--- src/rtl/a2d_intf.sv ---
// a2d_intf: SPI master for the A2D converter. Each conversion runs two identical
// 16-bit frames separated by a gap; the channel result returns in the second frame.
// Optional build macro A2D_RES_INV_EN: when defined, res loads the inverted data
// (reflective IR sensors read high when dark).
module a2d_intf #(
    parameter int SCLK_PER = 32            // clk cycles per SCLK period (even, >= 8)
) (
    input  logic        clk,
    input  logic        rst,
    input  logic        strt_cnv,
    input  logic [2:0]  chnnl,
    output logic [11:0] res,
    output logic        cnv_cmplt,
    output logic        SS_n,
    output logic        SCLK,
    output logic        MOSI,
    input  logic        MISO
);

    localparam int FRAME_LEN = 16 * SCLK_PER + 32;
    localparam int CW        = $clog2(FRAME_LEN);
    localparam int PW        = $clog2(SCLK_PER);

    // Frame positions: 16-clk front porch, 16 SCLK periods, 16-clk back porch.
    localparam logic [CW-1:0] LAST_POS  = CW'(FRAME_LEN - 1);
    localparam logic [CW-1:0] ACT_START = CW'(16);
    localparam logic [CW-1:0] ACT_END   = CW'(16 + 16 * SCLK_PER);  // first back-porch clk
    localparam logic [CW-1:0] GAP_LAST  = CW'(SCLK_PER - 1);
    localparam logic [PW-1:0] PH_LAST   = PW'(SCLK_PER - 1);
    localparam logic [PW-1:0] PH_RISE   = PW'(SCLK_PER / 2);

    localparam logic [2:0] IDLE  = 3'd0;
    localparam logic [2:0] XFER1 = 3'd1;
    localparam logic [2:0] GAP   = 3'd2;
    localparam logic [2:0] XFER2 = 3'd3;
    localparam logic [2:0] DONE  = 3'd4;

    logic [2:0]    state;
    logic [CW-1:0] cnt;          // clk index inside the current frame or gap
    logic [PW-1:0] ph;           // phase inside the current SCLK period
    logic [15:0]   shift;
    logic [2:0]    chnnl_lat;
    logic          miso_smp;

    logic [CW-1:0] pos_nxt;
    logic [PW-1:0] ph_nxt;
    logic          act_nxt;
    logic          rise_nxt;
    logic          shift_en;
    logic [11:0]   res_load;

    assign MOSI = shift[15];

`ifdef A2D_RES_INV_EN
    assign res_load = ~shift[11:0];
`else
    assign res_load = shift[11:0];
`endif

    // Look ahead one clk: where the frame will be next cycle and what SCLK does there.
    always_comb begin
        // NOTE: every output gets a default first so no path leaves it unassigned (no latch).
        pos_nxt  = cnt + 1'b1;
        act_nxt  = 1'b0;
        ph_nxt   = '0;
        rise_nxt = 1'b0;
        shift_en = 1'b0;
        act_nxt  = (pos_nxt >= ACT_START) && (pos_nxt < ACT_END);
        if (act_nxt) begin
            ph_nxt   = ((pos_nxt == ACT_START) || (ph == PH_LAST)) ? '0 : ph + 1'b1;
            rise_nxt = (ph_nxt == PH_RISE);
        end
        // Shift on every SCLK fall except the first; bit 16 shifts on the first back-porch clk.
        shift_en = (act_nxt && (ph_nxt == '0) && (pos_nxt != ACT_START))
                 || (pos_nxt == ACT_END);
    end

    // Conversion sequencer: state, frame timing, SPI pins, shift register and result.
    always_ff @(posedge clk) begin
        // NOTE: state uses non-blocking assignments so every register sees pre-edge values.
        if (rst) begin
            state     <= IDLE;
            cnt       <= '0;
            ph        <= '0;
            shift     <= '0;
            chnnl_lat <= '0;
            miso_smp  <= 1'b0;
            res       <= '0;
            cnv_cmplt <= 1'b0;
            SS_n      <= 1'b1;
            SCLK      <= 1'b1;
        end else begin
            case (state)
                IDLE, DONE: begin
                    if (strt_cnv) begin
                        state     <= XFER1;
                        chnnl_lat <= chnnl;
                        cnv_cmplt <= 1'b0;
                        cnt       <= '0;
                        ph        <= '0;
                        SS_n      <= 1'b0;
                        SCLK      <= 1'b1;
                        shift     <= {2'b00, chnnl, 11'h000};
                    end
                end
                XFER1, XFER2: begin
                    if (cnt == LAST_POS) begin
                        cnt  <= '0;
                        ph   <= '0;
                        SS_n <= 1'b1;
                        SCLK <= 1'b1;
                        if (state == XFER1) begin
                            state <= GAP;
                        end else begin
                            state     <= DONE;
                            res       <= res_load;
                            cnv_cmplt <= 1'b1;
                        end
                    end else begin
                        cnt  <= pos_nxt;
                        ph   <= ph_nxt;
                        SCLK <= act_nxt ? (ph_nxt >= PH_RISE) : 1'b1;
                        if (rise_nxt) miso_smp <= MISO;
                        if (shift_en) shift <= {shift[14:0], miso_smp};
                    end
                end
                GAP: begin
                    if (cnt == GAP_LAST) begin
                        state <= XFER2;
                        cnt   <= '0;
                        SS_n  <= 1'b0;
                        shift <= {2'b00, chnnl_lat, 11'h000};
                    end else begin
                        cnt <= pos_nxt;
                    end
                end
                default: begin
                    state <= IDLE;
                    SS_n  <= 1'b1;
                    SCLK  <= 1'b1;
                end
            endcase
        end
    end

endmodule

--- config.mk ---
export PLATFORM = sky130hd
export DESIGN_NAME = a2d_intf
export DESIGN_NICKNAME = d
export VERILOG_FILES = /design/src/rtl/a2d_intf.sv
export SDC_FILE = /design/constraint.sdc
export NUM_CORES = 1
export LEC_CHECK = 0
export ABC_AREA = 1
export ABC_CLOCK_PERIOD_IN_PS = 5700
export CORE_MARGIN = 4
export CORE_UTILIZATION = 55
export DETAILED_ROUTE_END_ITERATION = 10
export GPL_TIMING_DRIVEN = 0
export MAX_ROUTING_LAYER = met4
export PLACE_DENSITY_LB_ADDON = 0.15
export SLEW_MARGIN = 10
export SYNTH_ARGS = -nofsm -noshare
export SYNTH_HDL_FRONTEND = slang
export SYNTH_SLANG_ARGS = --single-unit
--- constraint.sdc ---
create_clock -name clk -period 5.7 [get_ports clk]
set_input_delay 1.71 -clock clk [delete_from_list [all_inputs] [get_ports clk]]
set_output_delay 1.71 -clock clk [all_outputs]
set_load 0.1 [all_outputs]
Word-level counts from Yosys, hierarchy flattened:

Cells that the tools add are included.

* register bits: 53
* output and inout port bits: 16
* word-level logic and storage cells: 86

* add/subtract/negate cells: 2
* $lt $le $gt $ge: 3
* equal/unequal tests: 17
* mux-type cells: 31
* bitwise operators: 3
* reduce and logical (&&, ||, !) cells: 20

Operators by type and width (count)
* $mux 16: 4
* $pmux 16 s3: 1
* $mux 10: 3
* $pmux 10 s3: 1
* $eq 10x10->1 const B: 2
* $eq 10x5->1 const B: 2
* $mux 5: 4
* $mux 3: 4
* $ne 2x2->1 const B: 6
* $add 10x1->10 const B: 1
* $eq 5x5->1 const B: 2
* $ge 10x5->1 const B: 1
* $lt 10x10->1 const B: 1
* $ne 10x5->1 const B: 1
* $pmux 5 s2: 1
* $mux 1: 9
* $pmux 3 s3: 1
* $reduce_and 3->1: 3
* $reduce_and 2->1: 4
* $eq 3x2->1 const B: 2
* $pmux 1 s3: 2
* $add 5x1->5 const B: 1
* $ge 5x5->1 const B: 1
* $logic_not 5->1: 1
* other kinds (12): 18

Longest topological paths before layout:

* depth after elaboration: 12
* mapped depth: 21
* mapped depth without buffers: 21

Worst setup path after synthesis:

Ideal clock, no wire load.

* path type: in2reg
* from: input strt_cnv
* to: register shift[15]
* library setup time: 119 ps
* data arrival time: 2880 ps
* data required time: 5581 ps
* slack: 2701 ps
* stages: 7
* path buffers: 1
* cell sequence: nand2_1 clkinv_1 nor2_1 a21oi_1 buf_2 a21oi_1 nor2_1

* word-level cells in the longest chain between the ends: 2

RTL lines
* start: declaration: RTL line 10 `input logic strt_cnv,`
* $ne 2x2->1 (no line)
* $reduce_and 5->1 (no line)
* end signal: assignment: RTL line 103 `shift <= {2'b00, chnnl, 11'h000};`
* end signal: assignment: RTL line 124 `if (shift_en) shift <= {shift[14:0], miso_smp};`
* end signal: assignment: RTL line 132 `shift <= {2'b00, chnnl_lat, 11'h000};`
* end: declaration: RTL line 41 `logic [15:0] shift;`

No other way between the ends.
A chain may end at the register's enable or synchronous reset.

Worst setup path in the final report:

* from: input strt_cnv
* to: register shift[1]

Same word-level chain as after synthesis.

==> results.py <==
metrics = {
    "outcome": {
        "status": "completed",
    },
    "clocking": {
        "cts_buffers": 5,
        "cts_tree": "done",
        "clock-sinks": 53,
        "clockBufferDepth": 2,
        "postCtsHoldBufs": 0,
        "cts_root_buffer": "clkbuf_8",
        "cts_setup_buffers": 0,
        "ctsResizeCount": 0,
        "h-tree-depth": 2,
        "clock_latency_ps": 310,
        "cts.reportedPaths.clkPinSlew_ps": 100,
    },
    "timing": {
        "setup_viol": 0,
        "final_hold_viol_count": 0,
        "fmax_mhz": 271,
        "min_period_ps": 3690,
        "period_share_pct": 64.7,
        "drv_slew": 0,
        "worst_pin_slew_ps": 970,
        "rsz0062_at_grt": "no",
        "finalClockSkew_ps": 7.75,
        "max-slew-margin-rel_pct": 35.2,
        "setup_tns_ps": 0,
    },
    "grt": {
        "overflow": 0,
        "grt_max_degree": 18,
        "grt_first_pass_wirelength_mm": 9.99,
        "grt_pass1_vias": 2197,
        "antenna_found_initial": 0,
        "grt_use_total_pct": 20.7,
    },
    "synth": {
        "yosys_warnings": 0,
        "synth_edf_count": 0,
        "syn_inst": 403,
        "synth_nets": 414,
        "synth_ff_type": "dfxtp_1",
        "async_flop_share_pct": 0,
        "syn-cell-area_um2": 2690,
        "synth-seq-cells": 53,
        "synth_cell_type_count": 31,
        "ys_seq_area_share_pct": 39.5,
        "synth_area_per_cell_um2": 6.67,
    },
    "die": {
        "dieArea_um2": 6070,
        "die_y_um": 77.9,
        "io_pins": 23,
        "coreArea_um2": 4720,
        "fp.dieW_um": 77.9,
        "fp-row-count": 25,
        "start_util_pct": 56.9,
    },
    "finish": {
        "areaGrowthSynthToFinish_pct": 14.3,
        "drive_gt1_share_pct": 7.41,
        "nNetsFinal": 442,
        "mostFrequentLayoutCells": "nand2_1, nor2_1, inv_1",
        "fin_cells": 499,
        "antenna_cells": 0,
        "final_common_cell": "nand2_1",
        "num-fill-cells": 437,
    },
    "critical_path": {
        "cp.arrival_ps": 3900,
        "crit_start": "strt_cnv",
        "required_ps": 5910,
        "cp_max_fo": 10,
        "startpoint_type": "input pin",
        "critPathCapture": "shift[1]",
        "reg2reg_depth": 9,
        "path_class": "input pin to flip-flop",
        "r2r-end": "shift[12]",
        "rr_startpoint": "cnt[0]",
        "worst_setup_path_end_kind": "flip-flop",
        "r2r_slack_ps": 3120,
    },
    "place": {
        "hpwl_mm": 4.20,
        "globalplace.congestion": 0.907,
        "io_buffers": 21,
        "dp.cells": 491,
    },
    "routing": {
        "drt_iter0_drc": 133,
        "drcViolationCount": 0,
        "vias": 2534,
        "drt-pass1-iter-count": 5,
        "viasPerCell": 5.08,
        "wl_per_cell_um": 11.5,
        "finalWirelength_mm": 5.75,
        "ant_nets": 0,
    },
    "hold_path": {
        "min_path_type": "flip-flop to flip-flop",
    },
    "power": {
        "peakVddDrop_mv": 0.292,
        "power.density_nw_per_um2": 427,
        "p_leak_uw": 0.00127,
    },
    "job": {
        "cap_violations": 0,
    },
}
[critical path, stage by stage]
cell	delay, ps
clkdlybuf4s50_1	430
nand2_1	90
clkinv_1	220
nor2_1	630
a21oi_1	290
buf_2	290
a21oi_1	170
nor2_1	60
[power breakdown]
part | leakage, uW | total, uW | switching, uW | internal, uW
logic | 0.000787 | 584 | 398 | 186
clock network | 0.0000481 | 217 | 129 | 87.4
registers | 0.000432 | 513 | 60.5 | 452
total | 0.00127 | 1310 | 587 | 725
[cells in the mapped netlist (2+ instances only)]
cell type	count	area share (%)
nand2_2	6	1.4
ha_1	4	1.9
buf_6	2	0.84
buf_2	3	0.56
nand2_1	88	12
nor2_2	3	0.70
nor2_1	61	8.5
xor2_1	2	0.65
nand3_1	26	4.8
nor2_4	2	0.84
a221oi_1	3	0.98
clkbuf_1	8	1.1
inv_1	57	8.0
dfxtp_1	53	39
nor3_1	3	0.56
nand4_1	3	0.70
nand2_4	2	0.84
o21ai_0	19	3.5
o211ai_1	3	0.84
a21oi_1	42	7.8
nand3_2	3	1.1
[layout make-up]
cell class                      count  area, um^2  share of cell area [%]
Tap cell                           67        83.8                    2.73
Multi-Input combinational cell    278        1340                    43.5
Buffer                             13        67.6                    2.20
Clock buffer                        5        68.8                    2.24
Sequential cell                    53        1060                    34.5
Timing Repair Buffer               21         210                    6.84
Clock inverter                      3        22.5                   0.733
Inverter                           59         221                    7.21
[cell families after synthesis]
group	Yosys count	synth area share, %
compound gates	73	15.0
fa+ha+maj	4	1.86
simple gates	199	32.3
buf+inv	72	10.8
flops	53	39.5
xor+xnor	2	0.652
[state kept, by name, indices dropped and copies added, names as in the netlist]
signal / cells
cnt: 10
SS_n: 1
SCLK: 1
ph: 5
shift: 16
res: 12
cnv_cmplt: 1
miso_smp: 1
chnnl_lat: 3
state: 3
[metal layers]
layer / global-route usage [%] / vias to the layer above / routed length, um
li1: - / 1342 / -
met1: 29.3 / 1115 / 2900
met2: 30.0 / 73 / 2470
met3: 4.29 / 4 / 334
met4: 5.34 / 0 / 49
met5: - / - / 0
[stage by stage]
step / instance area (um^2) / hold WS [ps] / total power (uW) / setup WS, ps / util (%)
2_1_floorplan: 2690 / 449 / 963 / 2700 / -
3_3_place_gp: 2980 / 432 / 1090 / 1760 / 63.1
3_5_place_dp: 2980 / 435 / 1100 / 1690 / 63.1
4_1_cts: 3070 / 451 / 1320 / 2020 / 65.0
5_1_grt: 3070 / 466 / 1420 / 1800 / 65.0
6_report: 3070 / 447 / 1310 / 2010 / 65.0
[worst min path at each step]
stage | slack (ps) | depth (start not counted) | from | end
global placement | 430 | 2 | res[10] | res[10]
global route | 470 | 2 | res[7] | res[7]
finish | 450 | 2 | res[5] | res[5]
floorplan | 450 | 2 | ph[4] | ph[4]
detailed placement | 440 | 2 | res[5] | res[5]
CTS | 450 | 2 | res[5] | res[5]
No activity file was read; power rests on OpenSTA's default activity.
